### src/rtl/ir_pkg.sv
// Shared types and constants for the IR key-event stage.
package ir_pkg;

  typedef enum logic [1:0] {
    IDLE,
    HELD,
    SWAP
  } state_t;

  localparam logic EV_PRESS   = 1'b0;
  localparam logic EV_RELEASE = 1'b1;

  localparam logic [7:0] ERR_MAX = 8'd255;

  typedef struct packed {
    logic       is_release;
    logic [7:0] code;
  } ev_t;

  // A frame is intact when the second byte is the bitwise complement of the first.
  function automatic logic frame_ok(input logic [7:0] cmd, input logic [7:0] cmp);
    return cmp == ~cmd;
  endfunction

endpackage

### src/rtl/ir_key_events_if.sv
// Frame input, event output handshake and status lines of the key-event stage.
interface ir_key_events_if;
  logic       frame_valid;
  logic [7:0] comando;
  logic [7:0] comparador;
  logic       ev_valid;
  logic       ev_ready;
  logic [7:0] ev_code;
  logic       ev_release;
  logic       key_held;
  logic [7:0] held_code;
  logic [7:0] err_count;
  logic       overflow;

  modport slave (
    input  frame_valid, comando, comparador, ev_ready,
    output ev_valid, ev_code, ev_release, key_held, held_code, err_count, overflow
  );

  modport master (
    output frame_valid, comando, comparador, ev_ready,
    input  ev_valid, ev_code, ev_release, key_held, held_code, err_count, overflow
  );
endinterface

### src/rtl/ir_event_fifo.sv
// Small first-word fall-through FIFO for 9-bit key events; head reads as zero when empty.
module ir_event_fifo #(
  parameter int DEPTH = 4
) (
  input  logic       clk,
  input  logic       reset,
  input  logic       i_push,
  input  logic [8:0] i_din,
  input  logic       i_pop,
  output logic       o_full,
  output logic       o_empty,
  output logic [8:0] o_dout
);
  localparam int AW = $clog2(DEPTH);

  logic [8:0]  r_mem [DEPTH];
  logic [AW:0] r_wr;
  logic [AW:0] r_rd;
  logic        w_do_pop;

  assign o_empty  = (r_wr == r_rd);
  assign o_full   = (r_wr[AW] != r_rd[AW]) && (r_wr[AW-1:0] == r_rd[AW-1:0]);
  assign w_do_pop = i_pop && !o_empty;
  assign o_dout   = o_empty ? 9'd0 : r_mem[r_rd[AW-1:0]];

  always_ff @(posedge clk or negedge reset) begin
    if (!reset) begin
      r_wr <= '0;
      r_rd <= '0;
    end else begin
      if (i_push)   r_wr <= r_wr + 1'b1;
      if (w_do_pop) r_rd <= r_rd + 1'b1;
    end
  end

  // Storage needs no reset: the head is masked while the pointers say empty.
  always_ff @(posedge clk) begin
    if (i_push) r_mem[r_wr[AW-1:0]] <= i_din;
  end

endmodule

### src/rtl/ir_key_events.sv
// Checks decoded IR frames, tracks the held key and queues press/release events.
module ir_key_events
  import ir_pkg::*;
#(
  parameter int RELEASE_CYCLES = 1000,
  parameter int FIFO_DEPTH     = 4
) (
  input logic            clk,
  input logic            reset,
  ir_key_events_if.slave bus
);
  localparam int            TW     = $clog2(RELEASE_CYCLES + 1);
  localparam logic [TW-1:0] T_LOAD = TW'(RELEASE_CYCLES);
  localparam logic [TW-1:0] T_LAST = TW'(1);

  state_t      r_state;
  logic [TW-1:0] r_timer;
  logic [7:0]  r_held_code;
  logic [7:0]  r_pending;
  logic [7:0]  r_err_count;
  logic        r_key_held;
  logic        r_overflow;

  logic        w_listen;
  logic        w_good;
  logic        w_bad;
  logic        w_same;
  logic        w_push;
  logic        w_accept;
  logic        w_pop;
  logic        w_full;
  logic        w_empty;
  ev_t         w_push_ev;
  ev_t         w_head;
  logic [8:0]  w_fifo_dout;

  // Frames arriving during the one-cycle SWAP are neither acted on nor counted.
  assign w_listen = bus.frame_valid && (r_state != SWAP);
  assign w_good   = w_listen &&  frame_ok(bus.comando, bus.comparador);
  assign w_bad    = w_listen && !frame_ok(bus.comando, bus.comparador);
  assign w_same   = (bus.comando == r_held_code);

  always_comb begin
    w_push    = 1'b0;
    w_push_ev = '{is_release: EV_PRESS, code: bus.comando};
    unique case (r_state)
      IDLE: w_push = w_good;
      HELD: begin
        if (w_good) begin
          if (!w_same) begin
            w_push    = 1'b1;
            w_push_ev = '{is_release: EV_RELEASE, code: r_held_code};
          end
        end else if (r_timer == T_LAST) begin
          w_push    = 1'b1;
          w_push_ev = '{is_release: EV_RELEASE, code: r_held_code};
        end
      end
      SWAP: begin
        w_push    = 1'b1;
        w_push_ev = '{is_release: EV_PRESS, code: r_pending};
      end
      default: ;
    endcase
  end

  // A full FIFO still takes a push when the head leaves in the same cycle.
  assign w_pop    = !w_empty && bus.ev_ready;
  assign w_accept = w_push && (!w_full || w_pop);

  ir_event_fifo #(
    .DEPTH (FIFO_DEPTH)
  ) u_fifo (
    .clk     (clk),
    .reset   (reset),
    .i_push  (w_accept),
    .i_din   (w_push_ev),
    .i_pop   (w_pop),
    .o_full  (w_full),
    .o_empty (w_empty),
    .o_dout  (w_fifo_dout)
  );

  assign w_head = w_fifo_dout;

  always_ff @(posedge clk or negedge reset) begin
    if (!reset) begin
      r_state     <= IDLE;
      r_timer     <= '0;
      r_held_code <= '0;
      r_pending   <= '0;
      r_key_held  <= 1'b0;
    end else begin
      unique case (r_state)
        IDLE: begin
          if (w_good) begin
            r_held_code <= bus.comando;
            r_key_held  <= 1'b1;
            r_timer     <= T_LOAD;
            r_state     <= HELD;
          end
        end
        HELD: begin
          // A repeat frame on the expiry cycle wins over the release.
          if (w_good) begin
            if (w_same) begin
              r_timer <= T_LOAD;
            end else begin
              r_pending <= bus.comando;
              r_state   <= SWAP;
            end
          end else if (r_timer == T_LAST) begin
            r_timer    <= '0;
            r_key_held <= 1'b0;
            r_state    <= IDLE;
          end else begin
            r_timer <= r_timer - 1'b1;
          end
        end
        SWAP: begin
          r_held_code <= r_pending;
          r_timer     <= T_LOAD;
          r_state     <= HELD;
        end
        default: r_state <= IDLE;
      endcase
    end
  end

  always_ff @(posedge clk or negedge reset) begin
    if (!reset) begin
      r_err_count <= '0;
      r_overflow  <= 1'b0;
    end else begin
      if (w_bad && (r_err_count != ERR_MAX)) r_err_count <= r_err_count + 1'b1;
      if (w_push && !w_accept)               r_overflow  <= 1'b1;
    end
  end

  assign bus.ev_valid   = !w_empty;
  assign bus.ev_code    = w_head.code;
  assign bus.ev_release = w_head.is_release;
  assign bus.key_held   = r_key_held;
  assign bus.held_code  = r_held_code;
  assign bus.err_count  = r_err_count;
  assign bus.overflow   = r_overflow;

endmodule

### src/flat_wrapper.sv
// flat-port wrapper written by rule: the top's interface ports become plain ports
module ir_key_events_flat import ir_pkg::*;
#(
  parameter int RELEASE_CYCLES = 1000,
  parameter int FIFO_DEPTH     = 4
)
  (clk, reset, bus_frame_valid, bus_comando, bus_comparador, bus_ev_ready, bus_ev_valid, bus_ev_code, bus_ev_release, bus_key_held, bus_held_code, bus_err_count, bus_overflow);
  ir_key_events_if bus_i ();
  input logic clk;
  input logic reset;
  input wire logic [$bits(bus_i.frame_valid)-1:0] bus_frame_valid;
  input wire logic [$bits(bus_i.comando)-1:0] bus_comando;
  input wire logic [$bits(bus_i.comparador)-1:0] bus_comparador;
  input wire logic [$bits(bus_i.ev_ready)-1:0] bus_ev_ready;
  output wire logic [$bits(bus_i.ev_valid)-1:0] bus_ev_valid;
  output wire logic [$bits(bus_i.ev_code)-1:0] bus_ev_code;
  output wire logic [$bits(bus_i.ev_release)-1:0] bus_ev_release;
  output wire logic [$bits(bus_i.key_held)-1:0] bus_key_held;
  output wire logic [$bits(bus_i.held_code)-1:0] bus_held_code;
  output wire logic [$bits(bus_i.err_count)-1:0] bus_err_count;
  output wire logic [$bits(bus_i.overflow)-1:0] bus_overflow;
  assign bus_i.frame_valid = bus_frame_valid;
  assign bus_i.comando = bus_comando;
  assign bus_i.comparador = bus_comparador;
  assign bus_i.ev_ready = bus_ev_ready;
  assign bus_ev_valid = bus_i.ev_valid;
  assign bus_ev_code = bus_i.ev_code;
  assign bus_ev_release = bus_i.ev_release;
  assign bus_key_held = bus_i.key_held;
  assign bus_held_code = bus_i.held_code;
  assign bus_err_count = bus_i.err_count;
  assign bus_overflow = bus_i.overflow;
  ir_key_events #(.RELEASE_CYCLES(RELEASE_CYCLES), .FIFO_DEPTH(FIFO_DEPTH)) u_core (.clk(clk), .reset(reset), .bus(bus_i));
endmodule
### config.mk
export PLATFORM = sky130hd
export DESIGN_NAME = ir_key_events_flat
export DESIGN_NICKNAME = d
export VERILOG_FILES = /design/src/rtl/ir_pkg.sv /design/src/rtl/ir_key_events_if.sv /design/src/rtl/ir_event_fifo.sv /design/src/rtl/ir_key_events.sv /design/src/flat_wrapper.sv
export SDC_FILE = /design/constraint.sdc
export NUM_CORES = 1
export LEC_CHECK = 0
export CORE_ASPECT_RATIO = 0.8
export CORE_MARGIN = 4
export CORE_UTILIZATION = 50
export CTS_CLUSTER_DIAMETER = 60
export CTS_CLUSTER_SIZE = 14
export DETAILED_ROUTE_END_ITERATION = 7
export HOLD_SLACK_MARGIN = 0.15
export PLACE_DENSITY = 0.72
export SLEW_MARGIN = 40
export SYNTH_ARGS = -nofsm -noshare
export SYNTH_HDL_FRONTEND = slang
export SYNTH_SLANG_ARGS = --single-unit
### constraint.sdc
create_clock -name clk -period 5.68 [get_ports clk]
set_clock_uncertainty 0.15 [all_clocks]
set_input_delay 1.136 -clock clk [delete_from_list [all_inputs] [get_ports clk]]
set_output_delay 1.136 -clock clk [all_outputs]
set_load 0.01 [all_outputs]
Yosys cells after proc, flatten, opt, wreduce, memory -nomap -nowiden --
Memory sizes are Yosys's and may differ from the RTL's. Cells that the tools add are included. W data, S select, Z words.
Operators by class: add/sub/neg operators 4, equality and inequality tests 16, multiplexer cells 27, bitwise operators 2, reductions and logical operators 23
Operator list (number):
- $mux W10 | 4
- $mux W9 | 4
- $pmux W10 S3 | 1
- $pmux W9 S2 | 1
- $eq A8 B8 Y1 | 2
- $pmux W8 S2 | 1
- $eq A10 B1 Y1 const B | 1
- $sub A10 B1 Y10 const B | 1
- $logic_and A1 B1 Y1 | 9
- $reduce_and A3 Y1 | 3
- $add A8 B1 Y8 const B | 1
- $mux W1 | 8
- $mux W2 | 4
- $mux W8 | 1
- $ne A8 B8 Y1 const B | 1
- $not A8 Y8 | 1
- $add A3 B1 Y3 const B | 2
- $ne A3 B3 Y1 const B | 2
- $pmux W2 S3 | 1
- $logic_not A1 Y1 | 4
- $ne A2 B1 Y1 const B | 2
- $ne A2 B2 Y1 const B | 2
- $reduce_and A4 Y1 | 1
- $reduce_bool A2 Y1 | 2
- other kinds (13) | 13
Storage, ports and cells: register bits 44, memory bits (writable) 36, bits of input ports 20, output and inout bits 28, word-level logic and storage cells 82, memories kept 1
Memory list:
- u_core.u_fifo.r_mem | words 4, bits a word 9, rd ports 1, clocked after memory_dff 0, wr ports 1, line ir_event_fifo.sv:16 | logic [8:0] r_mem [DEPTH];

Logic depth before layout (Yosys ltp) --
Gate-level depths: netlist of run 1.
depth in word-level cells 8, mapped depth 10

Hierarchy --
Synthesis of run 1 repeated with hierarchy kept, for this count alone.
Unflattened totals: cells, all modules 351, area, all modules 4212.8 um^2
By module, submodules not included:
- ir_key_events | times used 1, cells an instance 260, area an instance 2432.3 um^2, seq. area each 950.9 um^2
- ir_event_fifo | times used 1, cells an instance 91, area an instance 1780.5 um^2, seq. area each 1231.2 um^2

Least setup slack after synthesis of run 1 --
OpenSTA, ideal clock, no wires.
path kind input port to flip-flop, start in bus_comando[6], end mem u_core.u_fifo.r_mem[3][0] (enable), setup time 0.390 ns, data arrival time 3.147 ns, required time 5.140 ns, slack 1.993 ns, stages 7, buffers on the path 2, cells stage by stage buf_2 -> xor2_1 -> nand4_2 -> or3_1 -> buf_6 -> mux2i_4 -> a2111oi_2
On the way: longest elaborated chain between the ends 8, elaborated cells on any way between the ends 10
RTL lines:
- from (decl) | line flat_wrapper.sv:12 | input wire logic [$bits(bus_i.comando)-1:0] bus_comando;
- $not A8 Y8 | line ir_pkg.sv:22 | return cmp == ~cmd;
- $eq A8 B8 Y1 | line ir_pkg.sv:22
- $logic_and A1 B1 Y1 | line ir_key_events.sv:39 | assign w_good = w_listen && frame_ok(bus.comando, bus.comparador);
- $mux W1 | line ir_key_events.sv:49 | if (w_good) begin
- $pmux W1 S3 (*) | line ir_key_events.sv:46 | unique case (r_state)
- $logic_and A1 B1 Y1 (*) | line ir_key_events.sv:69 | assign w_accept = w_push && (!w_full || w_pop);
- $mux W1 (*) | line ir_event_fifo.sv:38 | if (i_push) r_mem[r_wr[AW-1:0]] <= i_din;
- $mux W1 (implied by the code) (*) | line ir_event_fifo.sv:38
- to (decl) | line ir_event_fifo.sv:16
Every way passes the cells marked *; elsewhere a longest branch is shown, timed or not.

Worst setup path in the final report of run 1 --
start in bus_comando[1], end mem u_core.u_fifo.r_mem[2][5] (enable)
Same word-level chain as after synthesis.

==> summary.txt, run 1 <==
Logic synthesis
  • Area leader, netlist: dfrtp_1
  • Syn Nets: approximately 400
  • Syn Area/Cell: 11.65 um^2
  • Primary FF master, synth: dfrtp_1
  • Synth top area cells: dfrtp_1 (26%), edfxtp_1 (26%), mux4_2 (4.8%)
  • Post-synth EDFFs: 36
  • Cell count after synthesis: around 360
  • Yosys reg bits: 80
  • Post-synth top cells: dfrtp_1 (44), nand2_1 (38), edfxtp_1 (36)
  • Post-synth design cell area: around 0.0042 mm^2
  • Seq/Total Area, Yosys: around half
  • Post-synth cell types: 54
  • Async SR Flop Fraction: a little under three fifths
  • Count leader, synth: dfrtp_1
  • Ys Warns: 0
  • Yosys top cell area share: a little over a quarter

Worst setup path
  • Max FO, Critical Path: 10
  • Worst Path Arrival: 3.71 ns
  • Crit path capture type: register
  • R2R Path End: u_core.u_fifo.r_mem[2][5]
  • Startpoint types: input port
  • Critical path type: input port to register
  • Setup slack, reg-to-reg: 2.25 ns
  • CP required: 5.52 ns
  • Path depth of the worst reg2reg path: 7
  • Worst R2R Start: u_core.r_state[0]

Floorplan
  • Core Footprint: just over 0.008 mm^2
  • Die H: 90.26 um
  • Die area: 0.01000 mm^2
  • Initial Util: 52.27%
  • Die width: 110.8 um
  • Top-Level Pins: 48
  • FP Rows: 29

STA
  • Slew Limit Fails: 0
  • Hold Vio Cnt, Final: 0
  • Fmax: between 200 and 300 MHz
  • Setup-failing EPs final: 0
  • Final period utilization: 68.13%
  • Post-Route Setup TNS: 0 ns
  • Worst-Margin Slew: 0.8012 ns
  • Slew margin rel.: 46.59%
  • Minimum clock period: 3.870 ns
  • RSZ-0062 raised after global routing: false

Power and ir drop
  • P_leak: 1.960 nW
  • Cell Pwr Density: 427.1 mW/mm^2
  • Int Power: 1.389 mW
  • Combinational power share: 38.0%
  • Peak supply drop: 0.0002398 V
  • Clock share of power: 22.3%
  • Total power: between 2 and 2.5 mW
  • Sequential power share: 39.7%
  • Sw frac: 34.79%
  • Switching power: between 700 and 800 uW

Cells and area
  • Share of layout cells above drive strength 1: 11.49%
  • Post-layout nets: 436
  • Synthesis-to-finish area growth: 17.96%
  • FF/Latch Area: approximately 0.0022 mm^2
  • Post-layout util: 61.65%
  • Final Instance Area: approximately 0.0050 mm^2
  • Multi-input combinational cell area: around 0.0019 mm^2
  • Ant diodes: 0
  • Fillers: approximately 640

Route
  • Vias: just under 3000
  • DRT iter0 DRCs: 195
  • # DRC: 0
  • Total Wirelength: 9142 um
  • 1st-pass router iterations: 5
  • Routed len/inst: approximately 18 um
  • Via-to-Cell Ratio: 5.646
  • Final ANT Viol Nets: 0

Global routing
  • Vias in the first global route: 2897
  • First-pass GRT wire length: 15060 um
  • Initial antenna violation count: 0
  • Largest net degree at the start of global routing: 45
  • Grt ovf: 0
  • Global-route usage over all layers: 18.79%

Clocking
  • Clk_lat worst skew: 0.35 ns
  • Post-CTS setup buffer count: 0
  • Total CTS buffers: 9
  • Post-CTS sizing: 0
  • Clock buffer depth: 2
  • CTS tree: yes
  • Clock sink total: 80
  • Root Buffer: clkbuf_8
  • Reg clk slew, reported paths: about 0.090 ns
  • Hold-fix buffers, CTS: 0
  • H-tree depth: 3

Placement
  • DP Wirelength: 6437 um
  • IO Port Bufs: 47
  • GP Congestion: ~0.9
  • Placed Area: 0.004762 mm^2

Worst hold path
  • Sink of the worst hold path: u_core.bus.overflow
  • Hold path depth: 1
  • Min-delay worst type: register to register
  • Hold_sp: u_core.bus.overflow

Run status
  • Outcome: complete, no violations

Flow run
  • Maximum Capacitance Violations: 0
==> critical path: stages <==
cell	delay, ns
clkdlybuf4s50_1	0.63
xor2_1	0.19
nand4_1	0.22
or3_1	0.55
mux2i_4	0.28
a21boi_2	0.24
and2_1	0.46
==> flip-flops by register name (all words and copies together) (netlist names) <==
signal / cells
u_core.r_state: 2
u_core.bus.held_code: 8
u_core.u_fifo.r_rd: 3
u_core.bus.err_count: 8
u_core.r_pending: 8
u_core.r_timer: 10
u_core.bus.overflow: 1
u_core.bus.key_held: 1
u_core.u_fifo.r_wr: 3
u_core.u_fifo.r_mem: 36
==> area by class of cell <==
class,count,share of cell area (%)
sequential,80,43.74
multi-input combinational,248,38.12
timing repair buffer,49,9.681
tap,108,2.709
clock buffer,9,2.483
clock inverter,7,2.057
inverter,16,1.204
==> metal layers <==
layer | wire length (um) | up-vias | global-route usage (%)
li1 | - | 1394 | -
met1 | 4221 | 1402 | 26.86
met2 | 4165 | 114 | 28.08
met3 | 661 | 9 | 5.157
met4 | 94 | 0 | 5.641
met5 | 0 | - | 0
==> worst max-delay path by stage <==
stage / startpoint / end / slack [ns] / cells past startpoint
2_1_floorplan: bus_comando[6] / u_core.u_fifo.r_mem[3][0] / 1.99 / 7
3_3_place_gp: bus_comando[6] / u_core.u_fifo.r_mem[2][3] / 1.54 / 7
3_5_place_dp: bus_comando[1] / u_core.u_fifo.r_mem[2][3] / 1.43 / 7
4_1_cts: bus_comando[1] / u_core.u_fifo.r_mem[2][5] / 1.81 / 7
5_1_grt: u_core.u_fifo.r_rd[0] / bus_ev_code[7] / 1.65 / 4
6_report: bus_comando[1] / u_core.u_fifo.r_mem[2][5] / 1.81 / 7
==> metrics by stage <==
| stage | hold WS [ns] | cells | worst slack, ns |
|---|---|---|---|
| after floorplan | 0.3117 | 363 | 1.993 |
| after global placement | 0.3000 | 501 | 1.542 |
| after detailed placement | 0.2938 | 501 | 1.433 |
| after CTS | 0.3192 | 517 | 1.810 |
| after global routing | 0.3554 | 517 | 1.651 |
| final | 0.3114 | 517 | 1.810 |
==> kinds of logic (layout without fill, tap and decap cells) <==
kind of cell    Yosys count  count (layout)  synth area share [%]
mux                      24              24                 8.787
buf+inv                  35              81                 3.432
fa+ha+maj                12              12                 3.550
compound gates           67              67                 11.12
xor+xnor                 35              35                 7.603
flops                    80              80                 51.60
simple gates            110             110                 13.91
==> placed cells by master (no fill, tap or decap), types with 4 or more instances in the layout <==
cell type        synthesis  routed
mux4_2                   9       9
mux2i_1                  9       9
edfxtp_1                36      36
a221o_1                  6       6
nand3_1                  5       5
inv_1                   16      16
o21ai_0                 20      20
a21o_1                   4       4
o21ai_1                  9       9
mux2_2                   5       5
nor3_1                   7       7
dfrtp_1                 44      44
nand2_1                 38      38
a21oi_1                  4       4
and3_1                   8       8
and2_1                  14      14
xnor2_1                 16      16
nor2_1                  13      13
clkbuf_8                 0       9
ha_1                    12      12
xor2_1                  17      17
clkdlybuf4s50_1          0      46
==> power by group through the flow <==
stage                     Clock [mW]  Combinational, mW  Sequential (mW)
after floorplan                    0              0.528            0.820
after CTS                      0.488              0.820            0.848
after global routing           0.512              0.894            0.867
after global placement             0              0.793            0.857
final                          0.475              0.809            0.846
after detailed placement           0              0.815            0.860
(Power assumes the default switching activity.)
==> run 2: changes to the inputs <==
==> constraint.sdc (replaced) <==
create_clock -name clk -period 4 [get_ports clk]
set_clock_uncertainty 0.15 [all_clocks]
set_input_delay 0.8 -clock clk [delete_from_list [all_inputs] [get_ports clk]]
set_output_delay 0.8 -clock clk [all_outputs]
set_load 0.01 [all_outputs]
==> run 2 against run 1 <==
Net effect: combinational power is 45% higher; global-route usage rose by 0.80 points; total power rose by 41%; cell area rose by 0.38%; clock power is 31% higher; worst setup slack worse by 1.3 ns; sequential power grew 43%; die area unchanged; sequential share of layout area decreased by 0.16 points; cell count rose by 0.97%; non-clock buffer count grew 5; critical path depth is 3 lower; critical path type is now register to output port; critical endpoint is now bus_ev_code[0].
==> summary.txt, run 2 (same netlist as run 1, synthesis figures left out) <==
Run status
  • Outcome: complete, no violations

Cells and area
  • Fillers: 633 (-1.7%)
  • Synthesis-to-finish area growth: 18.40%
  • Share of layout cells above drive strength 1: 12.56% (+1.1 points)
  • Ant diodes: 0 (unchanged)
  • FF/Latch Area: 0.002182 mm^2 (unchanged)
  • Cell Count, Final, Fillers Out: 522 (+0.97%)
  • Post-layout nets: 441 (+1.1%)
  • Commonest non-fill, non-tap cell in the layout: clkdlybuf4s50_1
  • Most frequent cells in the layout: clkdlybuf4s50_1 (46), dfrtp_1 (44), nand2_1 (38)
  • Multi-input combinational cell area: 0.001902 mm^2 (unchanged)
  • Number of flip-flops in the largest register: 36 (unchanged)

Floorplan
  • Die width: 110.8 um (unchanged)
  • Initial Util: 52.27% (unchanged)
  • Core Footprint: 0.008092 mm^2 (unchanged)
  • FP Rows: 29 (unchanged)
  • Top-Level Pins: 48 (unchanged)
  • Die H: 90.26 um (unchanged)
  • Die area: 0.01000 mm^2 (unchanged)

Placement
  • IO Port Bufs: 47 (unchanged)
  • DP Wirelength: 6635 um (+3.1%)
  • GP Congestion: 0.8394 (-4.0%)
  • Dpl cells: 506 (+1.0%)
  • Dpl ws: 0.2707 ns (-1.163 ns)

Worst setup path
  • Worst path cell trace: xnor2_1 -> nand3_1 -> and2_1 -> clkdlybuf4s50_1
  • Max FO, Critical Path: 12 (+2)
  • CP required: 3.05 ns (-2.47 ns)
  • Critical path type: register to output port
  • Worst Path Arrival: 2.53 ns (-1.18 ns)
  • CP bufs+invs: 1 (unchanged)
  • Family with the most delay on the worst path: flip-flops
  • Max incr delay on CP: 0.83 ns (+0.20 ns)
  • CP max-delay cell: dfrtp_1
  • Startpoint types: register
  • Crit path capture type: output port

STA
  • Minimum clock period: ~3.5 ns
  • Setup WS post-layout: 0.5179 ns (-1.292 ns)
  • Worst-Margin Slew: 0.7443 ns (-0.05684 ns)
  • Hold Vio Cnt, Final: 0 (unchanged)
  • RSZ-0062 raised after global routing: false
  • Slew margin rel.: 50.38% (+3.8 points)
  • Final period utilization: 87.05%
  • Post-Route Setup TNS: 0 ns (unchanged)
  • Setup-failing EPs final: 0 (unchanged)
  • Slew Limit Fails: 0 (unchanged)
  • Fmax: roughly 290 MHz

Route
  • Total Wirelength: 9294 um (+1.7%)
  • # DRC: 0 (unchanged)
  • Max Used Layer: met4
  • WL met1: 4372 um (+3.6%)
  • 1st-pass router iterations: 5 (unchanged)
  • Vias: 2971 (+1.8%)
  • Met3 routed WL: 656 um (-0.76%)
  • Via-to-Cell Ratio: 5.692 (+0.81%)
  • Routed len/inst: 17.80 um (+0.69%)
  • WL met2: 4065 um (-2.4%)
  • DRT iter0 DRCs: 197 (+1.0%)
  • Final ANT Viol Nets: 0 (unchanged)

Clocking
  • Root Buffer: clkbuf_8
  • Post-CTS setup buffer count: 0 (unchanged)
  • Reg clk slew, reported paths: 0.09 ns (about the same)
  • H-tree depth: 3 (unchanged)
  • CTS tree: yes
  • Total CTS buffers: 9 (unchanged)
  • Clock buffer depth: 2 (unchanged)
  • Clock sink total: 80 (unchanged)
  • Clk_lat worst skew: 0.35 ns (about the same)
  • Post-CTS sizing: 0 (unchanged)
  • Hold-fix buffers, CTS: 0 (unchanged)

Global routing
  • Global-route usage over all layers: 19.60% (+0.80 points)
  • First-pass GRT wire length: 15460 um (+2.7%)
  • Initial antenna violation count: 0 (unchanged)
  • Grt ovf: 0 (unchanged)
  • Vias in the first global route: 2929 (+1.1%)
  • Largest net degree at the start of global routing: 45 (unchanged)

Flow run
  • Maximum Capacitance Violations: 0 (unchanged)

Power and ir drop
  • P_leak: 1.976 nW (+0.84%)
  • Peak supply drop: 0.0003738 V (+56%)
  • Cell Pwr Density: 598.4 mW/mm^2 (+40%)

Worst hold path
  • Min-delay worst type: input port to asynchronous set/reset pin
[run 2: cell count changes in the layout (fill, tap and decap cells not counted), sizes merged]
cell / before / now
bufinv: 2 / 1
buf: 3 / 8
inv: 18 / 20
clkinv: 2 / 1
[run 2: through the flow]
| step | area [um^2] | hold slack (ns) | total power [mW] | utilization [%] |
|---|---|---|---|---|
| floorplan | 4229 | 0.3117 | 1.914 | - |
| global placement | 4797 | 0.2962 | 2.366 | 59.29 |
| detailed placement | 4800 | 0.3059 | 2.396 | 59.32 |
| CTS | 5007 | 0.2871 | 3.027 | 61.88 |
| global route | 5007 | 0.3311 | 3.189 | 61.88 |
| finish | 5007 | 0.2748 | 2.996 | 61.88 |
[run 2: layout make-up]
cell class              instances  share of cell area (%)
clock buffers                   9                   2.474
clock inverters                 7                   1.674
inverters                      16                   1.199
multi-input cells             248                   37.98
flip-flops and latches         80                   43.58
well taps                     108                   2.699
repair buffers                 54                   10.39
[run 2: path summary, 6_finish.rpt]
| check | from | end | slack, ns | depth (start not counted) |
|---|---|---|---|---|
| hold / removal | reset | u_core.bus.held_code[4] | 0.27 | 1 |
| hold reg to reg | u_core.bus.overflow | u_core.bus.overflow | 0.33 | 1 |
| setup / recovery | u_core.u_fifo.r_rd[0] | bus_ev_code[0] | 0.52 | 4 |
| max in group asynchronous | reset | u_core.u_fifo.r_rd[1] | 3.02 | 1 |
| min in group clk | u_core.bus.overflow | u_core.bus.overflow | 0.33 | 1 |
| setup reg to reg | u_core.r_state[0] | u_core.u_fifo.r_mem[2][1] | 1.16 | 7 |
[run 2: metal layers]
metal | track usage [%] | up-vias
met5 | 0 | -
met4 | 7.385 | 0
met3 | 4.823 | 19
met2 | 28.23 | 110
met1 | 28.68 | 1438
li1 | - | 1404
[run 2: power breakdown]
part	switching, mW	total (mW)	leakage (nW)	internal [mW]
Sequential	0.191	1.21	0.881	1.01
Combinational	0.558	1.17	0.993	0.608
Clock	0.324	0.624	0.103	0.300
Total	1.07	3.00	1.98	1.92
==> run 3: changes to the inputs <==
--- a/config.mk
+++ b/config.mk
@@ -5,14 +5,16 @@
 export SDC_FILE = /design/constraint.sdc
 export NUM_CORES = 1
 export LEC_CHECK = 0
+export CELL_PAD_IN_SITES_DETAIL_PLACEMENT = 0
+export CELL_PAD_IN_SITES_GLOBAL_PLACEMENT = 1
 export CORE_ASPECT_RATIO = 0.8
 export CORE_MARGIN = 4
-export CORE_UTILIZATION = 50
+export CORE_UTILIZATION = 45
 export CTS_CLUSTER_DIAMETER = 60
 export CTS_CLUSTER_SIZE = 14
 export DETAILED_ROUTE_END_ITERATION = 7
 export HOLD_SLACK_MARGIN = 0.15
-export PLACE_DENSITY = 0.72
+export PLACE_DENSITY = 0.8
 export SLEW_MARGIN = 40
 export SYNTH_ARGS = -nofsm -noshare
 export SYNTH_HDL_FRONTEND = slang
==> run 3 against run 2 <==
Net effect: cell count up 1.5%; combinational power hardly changed; worst setup slack improved by 0.053 ns; core utilization decreased by 5.7 points; via count down 3.1%; cell area grew 2.2%; wire length fell by 2.8%; maximum frequency increased by 1.5%; total power increased by 6.2%; clock power increased by 32%; flip-flop and latch count did not move; critical path type unchanged.
==> summary.txt, run 3 (same netlist as run 1, synthesis figures left out) <==
Run status
  • Outcome: complete, no violations

Global routing
  • Largest net degree at the start of global routing: 45 (unchanged)
  • Global-route usage over all layers: 17.96% (-1.6 points)
  • Vias in the first global route: 2953 (+0.82%)
  • Grt ovf: 0 (unchanged)
  • First-pass GRT wire length: 15120 um (-2.2%)
  • Initial antenna violation count: 0 (unchanged)

STA
  • Hold Vio Cnt, Final: 0 (unchanged)
  • Minimum clock period: 3.429 ns (-0.05312 ns)
  • Final period utilization: 85.72% (-1.3 points)
  • Slew margin rel.: 52.15% (+1.8 points)
  • RSZ-0062 raised after global routing: false
  • Post-Route Setup TNS: 0 ns (unchanged)
  • Setup-failing EPs final: 0 (unchanged)
  • Fmax: 291.6 MHz (+1.5%)
  • Slew Limit Fails: 0 (unchanged)
  • Worst-Margin Slew: 0.7177 ns (-0.02666 ns)

Floorplan
  • Core Footprint: 0.009115 mm^2 (+13%)
  • FP Rows: 31 (+6.9%)
  • Die area: 0.01102 mm^2 (+10%)
  • Die H: 94.71 um (+4.9%)
  • Die width: 116.4 um (+5.0%)
  • Top-Level Pins: 48 (unchanged)
  • Initial Util: 46.40% (-5.9 points)

Placement
  • GP Congestion: 0.8413 (+0.23%)
  • DP Wirelength: 6573 um (-0.93%)
  • Dpl cells: 514 (+1.6%)
  • IO Port Bufs: 47 (unchanged)

Route
  • Vias: 2879 (-3.1%)
  • Via-to-Cell Ratio: 5.432 (-4.6%)
  • # DRC: 0 (unchanged)
  • Routed len/inst: 17.04 um (-4.3%)
  • DRT iter0 DRCs: 150 (-24%)
  • 1st-pass router iterations: 4 (-1)
  • Final ANT Viol Nets: 0 (unchanged)
  • Total Wirelength: 9031 um (-2.8%)

Cells and area
  • Number of flip-flops in the largest register: 36 (unchanged)
  • Ant diodes: 0 (unchanged)
  • Fillers: 777 (+23%)
  • Commonest non-fill, non-tap cell in the layout: clkdlybuf4s50_1
  • Post-layout nets: 442 (+0.23%)
  • Cell Count, Final, Fillers Out: 530 (+1.5%)
  • Synthesis-to-finish area growth: 21.04%
  • Post-layout util: 56.16% (-5.7 points)
  • Share of layout cells above drive strength 1: 12.53% (-0.030 points)
  • Most frequent cells in the layout: clkdlybuf4s50_1 (46), dfrtp_1 (44), nand2_1 (38)

Power and ir drop
  • Cell Pwr Density: 621.5 mW/mm^2 (+3.9%)
  • Total power: 3.181 mW (+6.2%)
  • P_leak: 2.026 nW (+2.5%)
  • Peak supply drop: 0.0003661 V (-2.1%)

Clocking
  • Reg clk slew, reported paths: 0.06 ns (-0.03 ns)
  • Clock sink total: 80 (unchanged)
  • Clock buffer depth: 2 (unchanged)
  • Clk_lat worst skew: 0.34 ns (about the same)
  • Hold-fix buffers, CTS: 0 (unchanged)
  • Total CTS buffers: 9 (unchanged)
  • Root Buffer: clkbuf_16
  • Post-CTS sizing: 0 (unchanged)
  • Post-CTS setup buffer count: 0 (unchanged)
  • CTS tree: yes
  • H-tree depth: 3 (unchanged)

Worst setup path
  • CP required: 3.05 ns (about the same)
  • Startpoint types: register
  • Worst Path Arrival: 2.48 ns (-0.05 ns)
  • Max FO, Critical Path: 12 (unchanged)
  • Crit path capture type: output port
  • Critical path type: register to output port

Flow run
  • Maximum Capacitance Violations: 0 (unchanged)

Worst hold path
  • Min-delay worst type: input port to asynchronous set/reset pin
==> run 3: cell types whose count changed in the layout (fill, tap and decap cells not counted), sizes merged <==
cell      previous run  this run
clkinv               1         4
inv                 20        18
buf                  8         9
clkinvlp             1         0
==> run 3: critical path: stages, from the launching register on <==
cell	delay (ns)
dfrtp_1	0.80
xnor2_1	0.23
nand3_1	0.37
and2_1	0.27
clkdlybuf4s50_1	0.47
==> run 3: area by class of cell <==
type                       count  area (um^2)  share of cell area (%)
clock buffer                   9        225.2                   4.400
clock inverter                 7        77.57                   1.516
inverter                      16        60.06                   1.173
multi-input combinational    248         1902                   37.15
sequential                    80         2182                   42.63
tap                          115        143.9                   2.811
timing repair buffer          55        528.0                   10.32
==> run 3: stage by stage <==
| stage | setup WS, ns | hold slack (ns) | area [um^2] |
|---|---|---|---|
| final | 0.5710 | 0.3038 | 5119 |
| after global routing | 0.3200 | 0.3520 | 5119 |
| after CTS | 0.4837 | 0.3323 | 5119 |
| after detailed placement | 0.2374 | 0.3217 | 4816 |
| after global placement | 0.2824 | 0.3241 | 4813 |
| after floorplan | 0.6490 | 0.3117 | 4229 |
==> run 3: path summary, 6_finish.rpt <==
kind | start | to | slack [ns] | depth (start not counted)
min in group clk | u_core.bus.overflow | u_core.bus.overflow | 0.33 | 1
worst min register to register | u_core.bus.overflow | u_core.bus.overflow | 0.33 | 1
worst min-delay path | reset | u_core.bus.err_count[6] | 0.30 | 1
worst max register to register | u_core.r_state[0] | u_core.u_fifo.r_mem[1][2] | 1.17 | 7
worst max-delay path | u_core.u_fifo.r_rd[0] | bus_ev_code[3] | 0.57 | 4
max in group asynchronous | reset | u_core.bus.held_code[1] | 3.00 | 1
==> run 3: power by group <==
part           internal (mW)  switching [mW]  total (mW)
clock                  0.489           0.337       0.825
sequential              1.02           0.189        1.21
combinational          0.608           0.542        1.15
==> run 3: metal layers <==
metal / global-route usage, % / vias to the layer above / routed length [um]
li1: - / 1401 / -
met1: 25.50 / 1398 / 4430
met2: 27.43 / 65 / 4040
met3: 4.292 / 15 / 404
met4: 5.411 / 0 / 157
met5: 0 / - / 0
